**src/rtl/uart32_link.sv**
```systemverilog
// uart32_link: 8N1 UART pair moving 32-bit words as four LSB-first bytes (TX: data[7:0] first).
// Latency: TX line starts the cycle after acceptance, 40 bit times per word; RX valid ~2 + 39.5 bits after first start edge.
// Backpressure: valid_in is taken only while ready_out=1; RX has none (valid_out is a one-cycle pulse).
// Optional build macro UART32_FRAMING_CHECK_EN: RX stop-bit check with frame_err pulse.
module uart32_link #(
    parameter int CLK_FREQ_HZ = 100_000_000,
    parameter int BAUD_RATE   = 115200
) (
    input  logic        clk,
    input  logic        rst,
    input  logic        valid_in,
    input  logic [31:0] data_in,
    output logic        ready_out,
    output logic        tx,
    output logic        tx_busy,
    input  logic        rx,
    output logic        valid_out,
    output logic [31:0] data_out,
    output logic        frame_err
);

    localparam int CLKS_PER_BIT = CLK_FREQ_HZ / BAUD_RATE;
    localparam int HALF_BIT     = CLKS_PER_BIT / 2;
    localparam int CW           = (CLKS_PER_BIT > 2) ? $clog2(CLKS_PER_BIT) : 1;
    localparam logic [CW-1:0] BIT_LAST  = CW'(CLKS_PER_BIT - 1);
    localparam logic [CW-1:0] HALF_LAST = CW'(HALF_BIT - 1);

    localparam logic [1:0] S_IDLE  = 2'd0;
    localparam logic [1:0] S_START = 2'd1;
    localparam logic [1:0] S_DATA  = 2'd2;
    localparam logic [1:0] S_STOP  = 2'd3;

    // ------------------------------------------------------------------
    // Transmitter
    // ------------------------------------------------------------------
    logic [1:0]    tx_state_q, tx_state_d;
    logic [CW-1:0] tx_cnt_q, tx_cnt_d;
    logic [2:0]    tx_bit_q, tx_bit_d;
    logic [1:0]    tx_byte_q, tx_byte_d;
    logic [31:0]   tx_word_q, tx_word_d;
    logic          tx_q, tx_d;

    // TX next-state: bit timing, bit/byte sequencing and the registered line value
    always_comb begin
        tx_state_d = tx_state_q;
        tx_cnt_d   = tx_cnt_q;
        tx_bit_d   = tx_bit_q;
        tx_byte_d  = tx_byte_q;
        tx_word_d  = tx_word_q;
        case (tx_state_q)
            S_IDLE: begin
                if (valid_in) begin
                    tx_word_d  = data_in;
                    tx_state_d = S_START;
                    tx_cnt_d   = '0;
                    tx_bit_d   = '0;
                    tx_byte_d  = '0;
                end
            end
            S_START: begin
                if (tx_cnt_q == BIT_LAST) begin
                    tx_cnt_d   = '0;
                    tx_bit_d   = '0;
                    tx_state_d = S_DATA;
                end else begin
                    tx_cnt_d = tx_cnt_q + 1'b1;
                end
            end
            S_DATA: begin
                if (tx_cnt_q == BIT_LAST) begin
                    tx_cnt_d = '0;
                    if (tx_bit_q == 3'd7) begin
                        tx_state_d = S_STOP;
                    end else begin
                        tx_bit_d = tx_bit_q + 1'b1;
                    end
                end else begin
                    tx_cnt_d = tx_cnt_q + 1'b1;
                end
            end
            default: begin
                if (tx_cnt_q == BIT_LAST) begin
                    tx_cnt_d = '0;
                    if (tx_byte_q != 2'd3) begin
                        tx_byte_d  = tx_byte_q + 1'b1;
                        tx_state_d = S_START;
                    end else begin
                        tx_state_d = S_IDLE;
                    end
                end else begin
                    tx_cnt_d = tx_cnt_q + 1'b1;
                end
            end
        endcase

        // Line value follows the next state so tx changes on the same edge as the FSM.
        // {byte, bit} is directly the word bit index because bytes go out LSB first.
        case (tx_state_d)
            S_START: tx_d = 1'b0;
            S_DATA:  tx_d = tx_word_q[{tx_byte_d, tx_bit_d}];
            default: tx_d = 1'b1;
        endcase
    end

    // TX state registers
    always_ff @(posedge clk) begin
        if (rst) begin
            tx_state_q <= S_IDLE;
            tx_cnt_q   <= '0;
            tx_bit_q   <= '0;
            tx_byte_q  <= '0;
            tx_word_q  <= '0;
            tx_q       <= 1'b1;
        end else begin
            tx_state_q <= tx_state_d;
            tx_cnt_q   <= tx_cnt_d;
            tx_bit_q   <= tx_bit_d;
            tx_byte_q  <= tx_byte_d;
            tx_word_q  <= tx_word_d;
            tx_q       <= tx_d;
        end
    end

    assign tx        = tx_q;
    assign ready_out = (tx_state_q == S_IDLE);
    assign tx_busy   = ~ready_out;

    // ------------------------------------------------------------------
    // Receiver
    // ------------------------------------------------------------------
    logic          sync1_q, sync2_q;
    logic [1:0]    rx_state_q, rx_state_d;
    logic [CW-1:0] rx_cnt_q, rx_cnt_d;
    logic [2:0]    rx_bit_q, rx_bit_d;
    logic [1:0]    rx_byte_q, rx_byte_d;
    logic [7:0]    rx_shift_q, rx_shift_d;
    logic [23:0]   rx_word_q, rx_word_d;
    logic [31:0]   data_out_q, data_out_d;
    logic          valid_q, valid_d;
`ifdef UART32_FRAMING_CHECK_EN
    logic          wait_high_q, wait_high_d;
    logic          frame_err_q, frame_err_d;
`endif

    // Two-flop synchronizer for the asynchronous serial input, preset to idle level
    always_ff @(posedge clk) begin
        if (rst) begin
            sync1_q <= 1'b1;
            sync2_q <= 1'b1;
        end else begin
            sync1_q <= rx;
            sync2_q <= sync1_q;
        end
    end

    // RX next-state: start validation at half bit, mid-bit sampling, byte assembly into a word
    always_comb begin
        rx_state_d = rx_state_q;
        rx_cnt_d   = rx_cnt_q;
        rx_bit_d   = rx_bit_q;
        rx_byte_d  = rx_byte_q;
        rx_shift_d = rx_shift_q;
        rx_word_d  = rx_word_q;
        data_out_d = data_out_q;
        valid_d    = 1'b0;
`ifdef UART32_FRAMING_CHECK_EN
        wait_high_d = wait_high_q;
        frame_err_d = 1'b0;
`endif
        case (rx_state_q)
            S_IDLE: begin
`ifdef UART32_FRAMING_CHECK_EN
                // After a framing error the line must return high before a new start is trusted.
                if (wait_high_q) begin
                    if (sync2_q) begin
                        wait_high_d = 1'b0;
                    end
                end else if (!sync2_q) begin
                    rx_state_d = S_START;
                    rx_cnt_d   = '0;
                end
`else
                if (!sync2_q) begin
                    rx_state_d = S_START;
                    rx_cnt_d   = '0;
                end
`endif
            end
            S_START: begin
                if (rx_cnt_q == HALF_LAST) begin
                    rx_cnt_d = '0;
                    rx_bit_d = '0;
                    // A line that is high again at the start-bit centre was only a glitch.
                    rx_state_d = sync2_q ? S_IDLE : S_DATA;
                end else begin
                    rx_cnt_d = rx_cnt_q + 1'b1;
                end
            end
            S_DATA: begin
                if (rx_cnt_q == BIT_LAST) begin
                    rx_cnt_d   = '0;
                    rx_shift_d = {sync2_q, rx_shift_q[7:1]};
                    if (rx_bit_q == 3'd7) begin
                        rx_state_d = S_STOP;
                    end else begin
                        rx_bit_d = rx_bit_q + 1'b1;
                    end
                end else begin
                    rx_cnt_d = rx_cnt_q + 1'b1;
                end
            end
            default: begin
                if (rx_cnt_q == BIT_LAST) begin
                    // Leave at the stop-bit centre so the next start edge is not missed.
                    rx_cnt_d   = '0;
                    rx_state_d = S_IDLE;
`ifdef UART32_FRAMING_CHECK_EN
                    if (!sync2_q) begin
                        rx_byte_d   = '0;
                        frame_err_d = 1'b1;
                        wait_high_d = 1'b1;
                    end else
`endif
                    begin
                        case (rx_byte_q)
                            2'd0: rx_word_d[7:0]   = rx_shift_q;
                            2'd1: rx_word_d[15:8]  = rx_shift_q;
                            2'd2: rx_word_d[23:16] = rx_shift_q;
                            default: begin
                                data_out_d = {rx_shift_q, rx_word_q};
                                valid_d    = 1'b1;
                            end
                        endcase
                        rx_byte_d = rx_byte_q + 1'b1;
                    end
                end else begin
                    rx_cnt_d = rx_cnt_q + 1'b1;
                end
            end
        endcase
    end

    // RX state registers
    always_ff @(posedge clk) begin
        if (rst) begin
            rx_state_q <= S_IDLE;
            rx_cnt_q   <= '0;
            rx_bit_q   <= '0;
            rx_byte_q  <= '0;
            rx_shift_q <= '0;
            rx_word_q  <= '0;
            data_out_q <= '0;
            valid_q    <= 1'b0;
        end else begin
            rx_state_q <= rx_state_d;
            rx_cnt_q   <= rx_cnt_d;
            rx_bit_q   <= rx_bit_d;
            rx_byte_q  <= rx_byte_d;
            rx_shift_q <= rx_shift_d;
            rx_word_q  <= rx_word_d;
            data_out_q <= data_out_d;
            valid_q    <= valid_d;
        end
    end

    assign valid_out = valid_q;
    assign data_out  = data_out_q;

`ifdef UART32_FRAMING_CHECK_EN
    // Framing-check state: re-arm flag and error pulse
    always_ff @(posedge clk) begin
        if (rst) begin
            wait_high_q <= 1'b0;
            frame_err_q <= 1'b0;
        end else begin
            wait_high_q <= wait_high_d;
            frame_err_q <= frame_err_d;
        end
    end

    assign frame_err = frame_err_q;
`else
    assign frame_err = 1'b0;
`endif

endmodule

```
**config.mk**
```make
export PLATFORM = sky130hd
export DESIGN_NAME = uart32_link
export DESIGN_NICKNAME = d
export VERILOG_FILES = /design/src/rtl/uart32_link.sv
export SDC_FILE = /design/constraint.sdc
export NUM_CORES = 1
export LEC_CHECK = 0
export CORE_UTILIZATION = 45
export DETAILED_ROUTE_END_ITERATION = 10
export PLACE_DENSITY = 0.67
export SYNTH_ARGS = -nofsm -noshare
export SYNTH_HDL_FRONTEND = slang
export SYNTH_SLANG_ARGS = --single-unit
```
**constraint.sdc**
```tcl
create_clock -name clk -period 6.72 [get_ports clk]
set_input_delay 1.344 -clock clk [delete_from_list [all_inputs] [get_ports clk]]
set_output_delay 1.344 -clock clk [all_outputs]
set_load 0.01 [all_outputs]
```
Yosys cells after proc, flatten, opt, wreduce, memory -nomap -nowiden

Cells that the tools add are included.

Mux-type cells: 38
Reductions and logical operators: 18
Eq/ne operators: 20
$lt $le $gt $ge: 1
Add/sub/neg operators: 6
Bitwise gates (word level): 4

Operator list:

| cell                  | number |
|---|---|
| $mux 10               | 6 |
| $mux 2                | 14 |
| $mux 3                | 7 |
| $add 10x1->10 const B | 2 |
| $eq 10x10->1 const B  | 2 |
| $pmux 10 s2           | 1 |
| $ne 2x2->1 const B    | 7 |
| $pmux 2 s3            | 2 |
| $reduce_and 3->1      | 4 |
| $eq 10x9->1 const B   | 1 |
| $pmux 3 s3            | 1 |
| $eq 2x1->1 const B    | 4 |
| $eq 2x2->1 const B    | 4 |
| $add 3x1->3 const B   | 2 |
| $eq 3x3->1 const B    | 2 |
| $logic_not 2->1       | 3 |
| $lt 5x6->1 const B    | 1 |
| $pmux 3 s2            | 1 |
| $reduce_and 2->1      | 3 |
| $reduce_or 3->1       | 2 |
| $bmux 1 s5            | 1 |
| $reduce_and 5->1      | 1 |
| $reduce_or 5->1       | 1 |
| $add 2x1->2 const B   | 2 |
| 8 further kinds       | 13 |

Output and inout port bits: 37
Register bits: 134
Logic and storage cells: 105
Bits of input ports: 36

Depth between registers and ports, before layout

Gate-level depths: netlist (run 1).

Depth after elaboration: 7
Depth in mapped cells: 14
Mapped depth without buffers: 10

Least setup slack after synthesis (run 1)

No wires, ideal clock.

Kind: input port to flip-flop
Start point: input port valid_in
End point: register tx_q, in the netlist tx
Data required time: 6.641 ns
Slack: 3.678 ns
Data arrival time: 2.963 ns
Library setup time: 0.079 ns
Stages on the path: 11
Buffers on the path: 3
Cell sequence: nor2b_1 > buf_2 > o21a_1 > o221a_4 > buf_12 > buf_12 > mux2i_1 > mux2i_1 > mux2i_1 > mux2_2 > a211oi_2

Cells in the longest elaborated chain, start to end: 5
Elaborated cells on any way between the ends: 11
Classes of those cells: eq/ne: 2; mux: 9

Ends and longest elaborated chain:

| element                                  | line | text |
|---|---|---|
| from (decl)                              | 11   | `input logic valid_in,` |
| $mux 3 or $mux 2 (tied branches)         | 52   | `if (valid_in) begin` |
| $pmux 3 s3 or $pmux 2 s2 (tied branches) | 50   | `case (tx_state_q)` |
| $bmux 1 s5                               | 100  | `S_DATA: tx_d = tx_word_q[{tx_byte_d, tx_bit_d}];` |
| $mux 1 (implied by the code)             | 100  |  |
| $pmux 1 s2 (*)                           | 98   | `case (tx_state_d)` |
| to (signal assigned)                     | 120  | `tx_q <= tx_d;` |
| to (decl)                                | 41   | `logic tx_q, tx_d;` |

Mark *: on every way between the ends. The rest lies on a longest branch, timed or not. The select of a mux whose other input is x is not followed.
A chain may end at the register's enable or synchronous reset.

Worst setup path in the final report (run 1)

Ends and elaborated chain as after synthesis.

==> summary.txt, run 1 <==
Power
  – Power per standard cell area: roughly 280 nW/um^2
  – Worst-case vdd ir drop: 0.0002023 V
  – Leakage: 2.590 nW

STA
  – Worst Hold Slack: about 0.41 ns
  – Final hold violations: 0
  – Transition at the pin with the smallest max-transition slack: approximately 1.1 ns
  – Setup repair after global routing missed its margin: no
  – Headroom to the max-slew limit: 28.97%
  – Period minus WS final: ~3.7 ns
  – Maximum clock rate: about 270 MHz
  – Setup-failing EPs final: 0
  – Final Cycle Share: 55.53%
  – Final number of max-transition violations: 0
  – Total negative slack: 0 ns
  – Clk_skew: 0.01169 ns

Yosys
  – Synth unique cells: 51
  – Area fraction of the dominant cell type after synthesis: 46.56%
  – Average cell area after synthesis: 8.036 sq um
  – Seq cells post-synth: between 100 and 150
  – Dominant cell by count in the synthesized netlist: sky130_fd_sc_hd__nand2_1
  – Most frequently used flop master after synthesis: sky130_fd_sc_hd__dfxtp_1
  – Mapped cell area: 5762 sq um
  – Synthesized instance count: 717
  – Fraction of registers with async set or reset after synthesis: 0%
  – Syn_nets: approximately 770
  – Warnings, synthesis: 0
  – List of most frequent post-synthesis cells: sky130_fd_sc_hd__nand2_1, sky130_fd_sc_hd__dfxtp_1, sky130_fd_sc_hd__a21oi_1
  – Sequential fraction of the synthesis area: between 40 and 50%
  – Cell taking the most area after synthesis: sky130_fd_sc_hd__dfxtp_1
  – Count of flip-flops with a built-in enable after synthesis: 0
  – Leading post-synthesis cells by cell area: sky130_fd_sc_hd__dfxtp_1, sky130_fd_sc_hd__nand2_1, sky130_fd_sc_hd__a21oi_1

Job
  – Number of max-capacitance violations reported: 0

Cells and area
  – Final cell utilization of the core: a little under 60%
  – Layout overhead on the synthesized area: 23.28%
  – Layout Nets: 819
  – Fraction of final layout cells sized beyond drive strength 1: between 5 and 6%
  – ANT cells: 0
  – Total non-filler cell area in the finished layout: between 7000 and 8000 sq um
  – Cell Count, Final, Fillers Out: 944

GRT
  – Number of global-route vias before repair: 4,822
  – Pin count of the biggest net entering global routing: 75
  – Wire length of the first global-routing pass: 21.69 mm
  – Initial antenna violation count: 0
  – Remaining global-route overflow: 0
  – Global-route usage over all layers: a little over 20%

Floorplanning
  – Total Die Area: 13,260 sq um
  – Starting density of the core: 46.99%
  – Die H: 115.2 um
  – Die Span X: 115.2 um
  – Core area: 12,260 sq um
  – Count of boundary I/O pins: 73
  – Number of cell rows: 40

Critical path
  – Crit path max-delay cell type: sky130_fd_sc_hd__nor2b_1
  – Worst Path Class, Setup: in2reg
  – Required time of the critical path: roughly 7 ns
  – Worst EP arrival: 4.03 ns
  – Delay of the slowest cell on the worst path: 0.61 ns
  – Worst setup EP type: flip-flop
  – Family with the most delay on the worst path: compound AO/OA/AOI/OAI gates
  – Largest fanout on the critical path: 17
  – Startpoint kind of the worst setup timing path: primary input
  – Worst R2R Setup Slack: 3.53 ns
  – Cell Chain, Critical Path: clkdlybuf4s50_1 -> nor2b_1 -> o21a_1 -> o221a_4 -> mux2i_1 -> mux2i_1 -> mux2_2 -> a211oi_1 -> a211oi_2
  – Buffers and inverters on the worst path: 1
  – Cell occurring most often along the worst timing path: sky130_fd_sc_hd__mux2i_1

Placed design
  – Half-perimeter wire length after placement: approximately 8.6 mm
  – Number of port buffers: 71
  – Placer Congestion: ~0.84
  – Number of cells in the design after placement: 913
  – Area after detailed placement: 6475 sq um

Routing
  – Mean number of vias per cell: 5.216
  – Vias after detailed routing: 4,924
  – Violation count after the first detailed-routing iteration: approximately 270
  – Detailed Route WL: 12.90 mm
  – DRC violation count after routing: 0
  – Antenna-violating nets left: 0
  – Detailed-routing iteration count for the pre-antenna-repair pass: 4
  – Wire length per cell after detailed routing: 13.66 um

Worst hold path
  – Path class of the lowest-slack min-delay path: reg2reg

Outcome
  – Result of the run: finished, final reports clean

Clock tree
  – H-tree levels: 4
  – Buffer count from post-CTS setup fixing: 0
  – Clock slew at the register clock pins of the worst setup and hold paths: 0.06 ns
  – Post-cts hold buffer count: 0
  – Number of gates resized after CTS: 0
  – Buffers from clock root to sink, at most: 2
  – # clock sinks: 134
  – TritonCTS clock tree: built
  – Worst-Skew Late Latency: 0.42 ns
  – Number of buffers added by the clock tree synthesis step: 17
  – Cell chosen for the clock root: sky130_fd_sc_hd__clkbuf_16
==> area by class of cell <==
cell class,instances,area [sq um]
flip-flops and latches,134,2683
clock buffers,20,456.7
inverters,10,37.54
clock inverters,11,171.4
repair buffers,72,715.7
multi-input cells,529,2829
fillers,1111,5159
well taps,168,210.2
==> metal layers <==
metal	share of wire, %	wire length, um	track usage, %	vias to the layer above
met1	44	5707	24.01	2314
met4	1.6	208	7.619	0
li1	-	-	-	2481
met3	4.7	608	6.906	21
met5	0	0	0	-
met2	49	6371	35.82	108
==> cell families after synthesis <==
group	share of synthesized area [%]
DFF	46.56
AOI/OAI and AO/OA	14.53
and+or+nand+nor	23.78
other	0.06508
muxes	5.081
adders and majority gates	4.126
xor gates and xnor gates	1.520
buffers and inverters	4.343
==> power breakdown <==
part	switching, mW	leakage (nW)	internal [mW]
clock	0.342	0.303	0.640
sequential	0.0181	1.09	0.817
combinational	0.0833	1.20	0.0589
==> final timing paths <==
| check | start | endpoint | depth (start not counted) |
|---|---|---|---|
| worst max-delay path | valid_in | tx | 9 |
| worst min-delay path | sync1_q | sync2_q | 1 |
| worst max register to register | tx_state_q[0] | tx | 10 |
| worst min register to register | sync1_q | sync2_q | 1 |
==> metrics by stage <==
step / power [mW] / setup slack, ns
3_5_place_dp: 0.9928 / 2.637
6_report: 1.958 / 2.989
3_3_place_gp: 0.9865 / 2.731
2_1_floorplan: 0.9439 / 3.678
5_1_grt: 2.034 / 2.792
4_1_cts: 1.974 / 3.025
==> cells in the final DEF, fill, tap and decap left out, types with 9 or more instances in the layout <==
master and n:
sky130_fd_sc_hd__dfxtp_1 134, sky130_fd_sc_hd__nor2_1 48, sky130_fd_sc_hd__clkdlybuf4s50_1 70, sky130_fd_sc_hd__nand3_1 9
sky130_fd_sc_hd__and3_1 11, sky130_fd_sc_hd__o21ai_0 12, sky130_fd_sc_hd__inv_1 10, sky130_fd_sc_hd__nand2_1 220
sky130_fd_sc_hd__mux2i_1 27, sky130_fd_sc_hd__clkbuf_16 17, sky130_fd_sc_hd__a21oi_1 111, sky130_fd_sc_hd__ha_1 19
==> sequential cells by signal, indices dropped and copies added (netlist names) <==
signal and flops:
rx_cnt_q 10, tx_word_q 32, sync2_q 1, data_out 32, rx_byte_q 2, rx_bit_q 3, rx_shift_q 8, tx 1
rx_state_q 2, rx_word_q 24, tx_byte_q 2, sync1_q 1, tx_cnt_q 10, valid_out 1, tx_bit_q 3, tx_state_q 2
No activity file was read; power rests on OpenSTA's default activity.
==> run 2: changes to the inputs <==
clock period = 3.6 ns   (was 6.72 ns; I/O delays follow)
==> run 2 against run 1 <==
- worst setup slack worse by 2.1 ns
- combinational power up 89%
- clock skew down 0.0053 ns
- core utilization about the same
- clock power up 78%
- first-iteration DRC count up 21%
- final cell count up 0.53%
- sequential power up 87%
- global-route usage down 0.25 points
- critical endpoint unchanged
- largest power group unchanged
==> summary.txt, run 2 (synthesized netlist as in run 1, its figures left out) <==
Clock tree
  – Buffers from clock root to sink, at most: 2 (unchanged)
  – Buffer count from post-CTS setup fixing: 0 (unchanged)
  – Post-cts hold buffer count: 0 (unchanged)
  – Worst-Skew Late Latency: 0.42 ns (about the same)
  – # clock sinks: 134 (unchanged)
  – H-tree levels: 4 (unchanged)
  – Cell chosen for the clock root: sky130_fd_sc_hd__clkbuf_16
  – Number of gates resized after CTS: 0 (unchanged)
  – TritonCTS clock tree: built
  – Clock slew at the register clock pins of the worst setup and hold paths: 0.06 ns (about the same)
  – Number of buffers added by the clock tree synthesis step: 17 (unchanged)

STA
  – Worst Hold Slack: 0.4362 ns (+0.02834 ns)
  – Total negative slack: 0 ns (unchanged)
  – Clk_skew: 0.006434 ns (-0.005253 ns)
  – Final Cycle Share: 75.65%
  – Transition at the pin with the smallest max-transition slack: 0.9885 ns (-0.07699 ns)
  – Final number of max-transition violations: 0 (unchanged)
  – Headroom to the max-slew limit: 33.94% (+5.0 points)
  – Final hold violations: 0 (unchanged)
  – Setup-failing EPs final: 0 (unchanged)
  – Maximum clock rate: 367.2 MHz
  – Period minus WS final: 2.724 ns
  – Setup repair after global routing missed its margin: no

Placed design
  – Half-perimeter wire length after placement: 8.493 mm (-1.3%)
  – Placer Congestion: 0.8391 (about the same)
  – Number of port buffers: 71 (unchanged)

Job
  – Number of max-capacitance violations reported: 0 (unchanged)

Routing
  – Mean number of vias per cell: 5.157 (-1.1%)
  – DRC violation count after routing: 0 (unchanged)
  – Detailed Route WL: 12.82 mm (-0.57%)
  – Detailed-routing iteration count for the pre-antenna-repair pass: 4 (unchanged)
  – Vias after detailed routing: 4,894 (-0.61%)
  – Antenna-violating nets left: 0 (unchanged)
  – Violation count after the first detailed-routing iteration: 328 (+21%)
  – Wire length per cell after detailed routing: 13.51 um (-1.1%)

GRT
  – Wire length of the first global-routing pass: 21.34 mm (-1.6%)
  – Pin count of the biggest net entering global routing: 87 (+16%)
  – Global-route usage over all layers: 20.55% (-0.25 points)
  – Remaining global-route overflow: 0 (unchanged)
  – Initial antenna violation count: 0 (unchanged)
  – Number of global-route vias before repair: 4,720 (-2.1%)

Critical path
  – Largest fanout on the critical path: 17 (unchanged)
  – Worst R2R Setup Slack: 0.88 ns (-2.65 ns)
  – Worst setup EP type: flip-flop
  – Startpoint kind of the worst setup timing path: flip-flop
  – Reg2reg start: tx_state_q[0]
  – Depth of the worst register-to-register path: 10 (unchanged)
  – Required time of the critical path: 3.89 ns (-3.13 ns)
  – Worst EP arrival: 3.02 ns (-1.01 ns)
  – Worst Path Class, Setup: reg2reg
  – Reg-to-Reg End: tx

Floorplanning
  – Starting density of the core: 46.99% (unchanged)
  – Total Die Area: 13,260 sq um (unchanged)
  – Number of cell rows: 40 (unchanged)
  – Count of boundary I/O pins: 73 (unchanged)
  – Die H: 115.2 um (unchanged)
  – Core area: 12,260 sq um (unchanged)
  – Die Span X: 115.2 um (unchanged)

Cells and area
  – Most frequent cells in the layout: sky130_fd_sc_hd__nand2_1, sky130_fd_sc_hd__dfxtp_1, sky130_fd_sc_hd__a21oi_1, sky130_fd_sc_hd__clkdlybuf4s50_1, sky130_fd_sc_hd__nor2_1
  – Fraction of final layout cells sized beyond drive strength 1: 5.890% (+0.61 points)
  – Multi-input logic area: 2829 sq um (unchanged)
  – Number of inserted filler cells in the final layout: 1,138 (+2.4%)
  – Most frequent standard cell in the layout excluding fill and tap cells: sky130_fd_sc_hd__nand2_1
  – Area taken by flip-flops and latches: 2683 sq um (unchanged)
  – Layout overhead on the synthesized area: 23.32% (about the same)
  – Layout Nets: 823 (+0.49%)
  – ANT cells: 0 (unchanged)

Worst hold path
  – Worst hold path depth: 1 (unchanged)
  – Path class of the lowest-slack min-delay path: reg2reg
  – Hold path endpoint: sync2_q
  – Critical hold path startpoint: sync1_q

Power
  – Power per standard cell area: 502.9 nW/um^2 (+82%)
  – Leakage: 2.585 nW (-0.21%)
  – Worst-case vdd ir drop: 0.0003656 V (+81%)

Outcome
  – Result of the run: finished, final reports clean
[run 2: metal layers]
| layer | up-vias | track usage (%) | wire length (um) |
|---|---|---|---|
| li1 | 2493 | - | - |
| met1 | 2299 | 24.58 | 5887 |
| met2 | 84 | 34.94 | 6274 |
| met3 | 18 | 6.378 | 494 |
| met4 | 0 | 7.013 | 165 |
| met5 | - | 0 | 0 |
[run 2: layout make-up]
type / count / area share (%)
clock buffer: 20 / 6.427
clock inverter: 12 / 2.025
inverter: 10 / 0.5283
multi-input combinational: 529 / 39.81
sequential: 134 / 37.75
tap: 168 / 2.958
timing repair buffer: 76 / 10.49
[run 2: where the power goes]
group | internal (mW) | switching (mW)
sequential | 1.52 | 0.0334
combinational | 0.113 | 0.155
clock | 1.07 | 0.680
[run 2: worst max-delay path by stage]
| stage | from | end | slack (ns) | cells past startpoint |
|---|---|---|---|---|
| 3_3_place_gp | valid_in | tx | 0.69 | 9 |
| 6_report | tx_state_q[0] | tx | 0.88 | 10 |
| 4_1_cts | tx_state_q[0] | tx | 0.88 | 9 |
| 5_1_grt | tx_state_q[0] | tx | 0.66 | 9 |
| 2_1_floorplan | tx_state_q[0] | tx | 0.94 | 14 |
| 3_5_place_dp | valid_in | tx | 0.56 | 9 |
[run 2: metrics by stage]
| stage | util [%] | power (mW) | cells | setup slack (ns) | cell area (sq um) |
|---|---|---|---|---|---|
| CTS | 57.95 | 3.602 | 949 | 0.8837 | 7106 |
| detailed placement | 53.05 | 1.854 | 917 | 0.5581 | 6505 |
| global placement | 53.05 | 1.844 | 917 | 0.6883 | 6505 |
| finish | 57.95 | 3.573 | 949 | 0.8765 | 7106 |
| floorplan | - | 1.762 | 717 | 0.9437 | 5762 |
| global route | 57.95 | 3.713 | 949 | 0.6646 | 7106 |
[run 2: worst max-delay path, stage by stage (launching register included)]
cell and delay (ns):
sky130_fd_sc_hd__dfxtp_1 0.36, sky130_fd_sc_hd__inv_1 0.12, sky130_fd_sc_hd__ha_1 0.35, sky130_fd_sc_hd__nor2b_1 0.23
sky130_fd_sc_hd__o21a_1 0.14, sky130_fd_sc_hd__o221a_4 0.39, sky130_fd_sc_hd__mux2i_1 0.25, sky130_fd_sc_hd__mux2i_1 0.10
sky130_fd_sc_hd__mux2_2 0.28, sky130_fd_sc_hd__a211oi_1 0.32, sky130_fd_sc_hd__a211oi_2 0.05
==> RTL change 1: new RTL, settings of run 1 <==
The output `tx` loses its register stage (`tx_q` becomes a continuous assignment).
--- a/src/rtl/uart32_link.sv
+++ b/src/rtl/uart32_link.sv
@@ -112,3 +112,2 @@
             tx_word_q  <= '0;
-            tx_q       <= 1'b1;
         end else begin
@@ -119,5 +118,6 @@
             tx_word_q  <= tx_word_d;
-            tx_q       <= tx_d;
-        end
-    end
+        end
+    end
+
+    assign tx_q = tx_d;
 
Formal check against the unedited RTL: not equivalent (Yosys sat finds a counterexample within 4 cycles, from zero or initial values and one cycle with rst high).
==> RTL change 1 against run 1 <==
- power down 2.9%
- final area up 0.46%
- wire length down 5.7%
- non-clock buffer count down 1
- sequential cell count down 1
- worst setup slack worse by 2.0 ns
- first-iteration DRC count down 1.5%
- count of clock-buffer cells in the layout down 1
- area after synthesis up 0.69%
- largest power group unchanged
==> RTL change 1: results (changes against run 1) <==
Yosys
  • Adder-Cell Fraction of Synth Area: 4.10% (was 4.13%)
  • Post-synth cell types: 58 (was 51)
  • Complex-gate fraction of the synthesized area: 15.1% (was 14.5%)
  • Post-synthesis sequential area ratio: 45.9% (was 46.6%)
  • Syn. warnings: 0 (unchanged)
  • Synth Area in XOR/XNOR: 1.51% (was 1.52%)
  • Async S/R FF share, synth: 0% (unchanged)
  • Synth Flop Type: dfxtp_1 (unchanged)
  • Synth top area cells: dfxtp_1 (46%), nand2_1 (14%), a21oi_1 (9.9%), ha_1 (4.1%), nor2_1 (3.2%) (was dfxtp_1 (47%), nand2_1 (14%), a21oi_1 (9.6%), mux2i_1 (4.7%), ha_1 (4.1%))
  • Syn_nets: 782 (was 772)
  • Mux contribution to synthesized area: 3.88% (was 5.08%)
  • Synth top cells by count: nand2_1 (224), dfxtp_1 (133), a21oi_1 (115) (was nand2_1 (220), dfxtp_1 (134), a21oi_1 (111))

Worst setup path
  • R2r worst-path depth: 7 (was 10)
  • Setup slack, reg-to-reg: 4.10 ns (was 3.53 ns)
  • Crit Path Max Fanout: 15 (was 17)
  • Crit path arrival time: 4.43 ns (was 4.03 ns)
  • RR Endpoint: data_out[5]$_SDFFE_PP0P_ (was tx$_SDFF_PP1_)
  • Crit-path max cell delay: 0.54 ns (was 0.61 ns)
  • Slowest cell on crit path: clkdlybuf4s50_1 (was nor2b_1)
  • Worst r2r src: rx_cnt_q[0]$_SDFFE_PP0P_ (was tx_state_q[0]$_SDFF_PP0_)

Clocking
  • Post-CTS Setup Bufs: 0 (unchanged)
  • Clock Latency Late Sink: 0.42 ns (about the same)
  • Root buffer cell: clkbuf_16 (unchanged)
  • Clk buf depth: 2 (unchanged)

Power and ir drop
  • P_leak: 2.59 nW (about the same)
  • Peak VDD IR: 0.199 mV (was 0.202 mV)

Route
  • Drt pass-1 iters: 4 (unchanged)
  • DRT iter0 DRCs: 267 (was 271)
  • Drt wl/cell: 12.7 um (was 13.7 um)
  • Via count: 4907 (was 4924)

Final layout
  • ANT cells: 0 (unchanged)
  • Share of cells above drive strength 1: 6.21% (was 5.28%)
  • Layout Nets: 831 (was 819)
  • Fill count: 1178 (was 1111)

Placement
  • Post-DP HPWL: 8430 um (was 8600 um)
  • Pre-CTS setup slack: 0.932 ns (was 2.64 ns)
  • Placer Congestion: 0.831 (was 0.840)

Hold path
  • Hold wc startpoint: sync1_q$_SDFF_PP1_ (unchanged)
  • Hold crit path type: reg2reg (unchanged)

GRT
  • Initial antenna violation count: 0 (unchanged)
  • Total GRT Usage: 19.9% (was 20.8%)
  • Vias in the first global route: 4607 (was 4822)
  • First-pass GRT wire length: 21000 um (was 21700 um)
  • Largest net degree at the start of global routing: 125 (was 75)

STA
  • Min Hold Slack: 0.405 ns (was 0.408 ns)
  • Clock skew: 0.00690 ns (was 0.0117 ns)
  • Worst Max-Slew Pin Slew: 1.21 ns (was 1.07 ns)

Run status
  • Status: finished clean (unchanged)
-- RTL change 1: cell type report --
class,instances,area share [%]
repair buffers,71,9.92
clock buffers,19,6.21
well taps,172,3.02
flip-flops and latches,133,37.3
inverters,12,0.631
clock inverters,13,2.19
multi-input cells,541,40.7
-- RTL change 1: worst max-delay path by stage --
stage	slack, ns	endpoint	cells past startpoint
3_3_place_gp	0.99	tx	10
5_1_grt	0.76	tx	10
6_report	0.95	tx	10
2_1_floorplan	2.27	tx	9
4_1_cts	0.93	tx	10
3_5_place_dp	0.93	tx	10
-- RTL change 1: layer usage --
metal | vias to the layer above | part of all wire [%] | wire length, um | track usage [%]
li1 | 2534 | - | - | -
met5 | - | 0 | 0 | 0
met1 | 2259 | 47 | 5670 | 25.5
met3 | 16 | 3.7 | 450 | 4.50
met4 | 0 | 1.5 | 185 | 8.23
met2 | 98 | 48 | 5850 | 32.5
-- RTL change 1: through the flow --
stage | cells | area, um^2 | util [%]
final | 961 | 7140 | 56.5
after global routing | 961 | 7140 | 56.5
after detailed placement | 929 | 6540 | 51.8
after global placement | 929 | 6540 | 51.8
after CTS | 961 | 7140 | 56.5
after floorplan | 727 | 5800 | -
-- RTL change 1: power by group --
group | switching, mW | internal (mW) | total, mW
Clock | 0.340 | 0.591 | 0.931
Sequential | 0.0180 | 0.811 | 0.829
Combinational | 0.0818 | 0.0595 | 0.141
Total | 0.440 | 1.46 | 1.90
-- RTL change 1: worst max-delay path, delay by kind of cell --
kind / cells / cell delay, ns
mux: 1 / 0.38
compound gates: 4 / 1.00
simple gates: 3 / 0.69
buf+inv: 2 / 1.02
==> RTL change 2: new RTL, config.mk and constraints of run 1 <==
Without the edit above. The option `UART32_FRAMING_CHECK_EN` is turned on by a define.
--- a/src/rtl/uart32_link.sv
+++ b/src/rtl/uart32_link.sv
@@ -4,2 +4,4 @@
 // Optional build macro UART32_FRAMING_CHECK_EN: RX stop-bit check with frame_err pulse.
+`define UART32_FRAMING_CHECK_EN
+
 module uart32_link #(
Check against the original RTL: same outputs for any inputs over 10 cycles, from zero or initial values and one cycle with rst high; that may be too few to reach the edited logic, so the function may still have changed.
==> RTL change 2 against run 1 <==
- area after synthesis grew 3.4%
- core utilization shrank 1.0 points
- via count grew 2.6%
- final area grew 2.3%
- clock power shrank 13%
- wire length is essentially flat
- power shrank 6.1%
- worst setup slack gained 0.085 ns
- register-to-register slack gained 0.12 ns
- first-iteration DRC count grew 6.3%
- global-route usage shrank 0.59 points
- sequential cell count grew 2
- critical endpoint unchanged
- die area grew 3.3%
==> RTL change 2: results (changes against run 1) <==
Route
  • DRT iter0 DRCs: 288 (was 271)
  • Drt pass-1 iters: 5 (was 4)
  • Drt wl/cell: 13.1 um (was 13.7 um)

Power and ir drop
  • Peak VDD IR: 0.170 mV (was 0.202 mV)
  • P_leak: 2.63 nW (was 2.59 nW)

Yosys
  • Synth Area in XOR/XNOR: 1.32% (was 1.52%)
  • Complex-gate fraction of the synthesized area: 16.3% (was 14.5%)
  • Mean post-synth cell area: 7.99 um^2 (was 8.04 um^2)
  • Post-synthesis sequential area ratio: 45.7% (was 46.6%)
  • Post-synth cell types: 64 (was 51)
  • Synth top cells by count: nand2_1 (225), dfxtp_1 (136), a21oi_1 (112) (was nand2_1 (220), dfxtp_1 (134), a21oi_1 (111))
  • Synth top area cells: dfxtp_1 (46%), nand2_1 (14%), a21oi_1 (9.4%), ha_1 (4.0%), nor2_1 (2.7%) (was dfxtp_1 (47%), nand2_1 (14%), a21oi_1 (9.6%), mux2i_1 (4.7%), ha_1 (4.1%))
  • Mux contribution to synthesized area: 3.19% (was 5.08%)

Placement
  • Pre-CTS setup slack: 2.63 ns (was 2.64 ns)
  • PortBufs: 72 (was 71)
  • Post-DP Area: 0.00672 mm^2 (was 0.00647 mm^2)
  • Post-DP HPWL: 8890 um (was 8600 um)

Run status
  • Status: finished clean (unchanged)

Final layout
  • Layout Nets: 851 (was 819)
  • Final Non-Filler Cells: 981 (was 944)

STA
  • Worst Max-Slew Pin Slew: 1.02 ns (was 1.07 ns)

GRT
  • Vias in the first global route: 4563 (was 4822)
  • Largest net degree at the start of global routing: 76 (was 75)
  • Total GRT Usage: 20.2% (was 20.8%)
  • First-pass GRT wire length: 21500 um (was 21700 um)

Worst setup path
  • Setup slack, reg-to-reg: 3.65 ns (was 3.53 ns)
  • Crit-path max cell delay: 0.50 ns (was 0.61 ns)
RTL change 2: cell types whose count changed after synthesis, sizes merged, moves of 3 or more:
| cell | run 1 | this run |
|---|---|---|
| mux2 | 2 | 10 |
| and3 | 11 | 8 |
| inv | 10 | 13 |
| nor2 | 48 | 44 |
| nand3 | 9 | 16 |
| o21ai | 12 | 15 |
| nand2 | 220 | 225 |
| mux2i | 27 | 7 |
| and2 | 6 | 9 |
| nor3 | 1 | 7 |
| or2 | 2 | 5 |
| o21bai | 0 | 3 |
RTL change 2: where the power goes:
| group | total (mW) | switching (mW) | leakage [nW] | internal [mW] |
|---|---|---|---|---|
| Sequential | 0.845 | 0.0180 | 1.10 | 0.827 |
| Combinational | 0.143 | 0.0823 | 1.26 | 0.0610 |
| Clock | 0.852 | 0.359 | 0.266 | 0.493 |
| Total | 1.84 | 0.459 | 2.63 | 1.38 |
RTL change 2: cell type report:
type,instances,area [um^2]
clock buffer,19,453
clock inverter,13,95.1
fill,1116,5510
inverter,13,48.8
multi-input combinational,553,2990
sequential,136,2720
tap,172,215
timing repair buffer,75,741
RTL change 2: per-layer routing:
metal | wire length (um) | part of all wire (%) | GRT usage [%]
met3 | 575 | 4.5 | 5.51
met2 | 5970 | 46 | 31.6
met4 | 131 | 1.0 | 6.92
met5 | 0 | 0 | 0
met1 | 6210 | 48 | 27.0
RTL change 2: how the worst max path moves through the flow:
stage                     depth (start not counted)             to      from  slack [ns]
after global routing                              8  tx$_SDFF_PP1_  valid_in        2.89
after CTS                                         9  tx$_SDFF_PP1_  valid_in        3.08
after floorplan                                  10  tx$_SDFF_PP1_  valid_in        3.46
after global placement                            9  tx$_SDFF_PP1_  valid_in        2.73
after detailed placement                          9  tx$_SDFF_PP1_  valid_in        2.63
final                                             9  tx$_SDFF_PP1_  valid_in        3.07
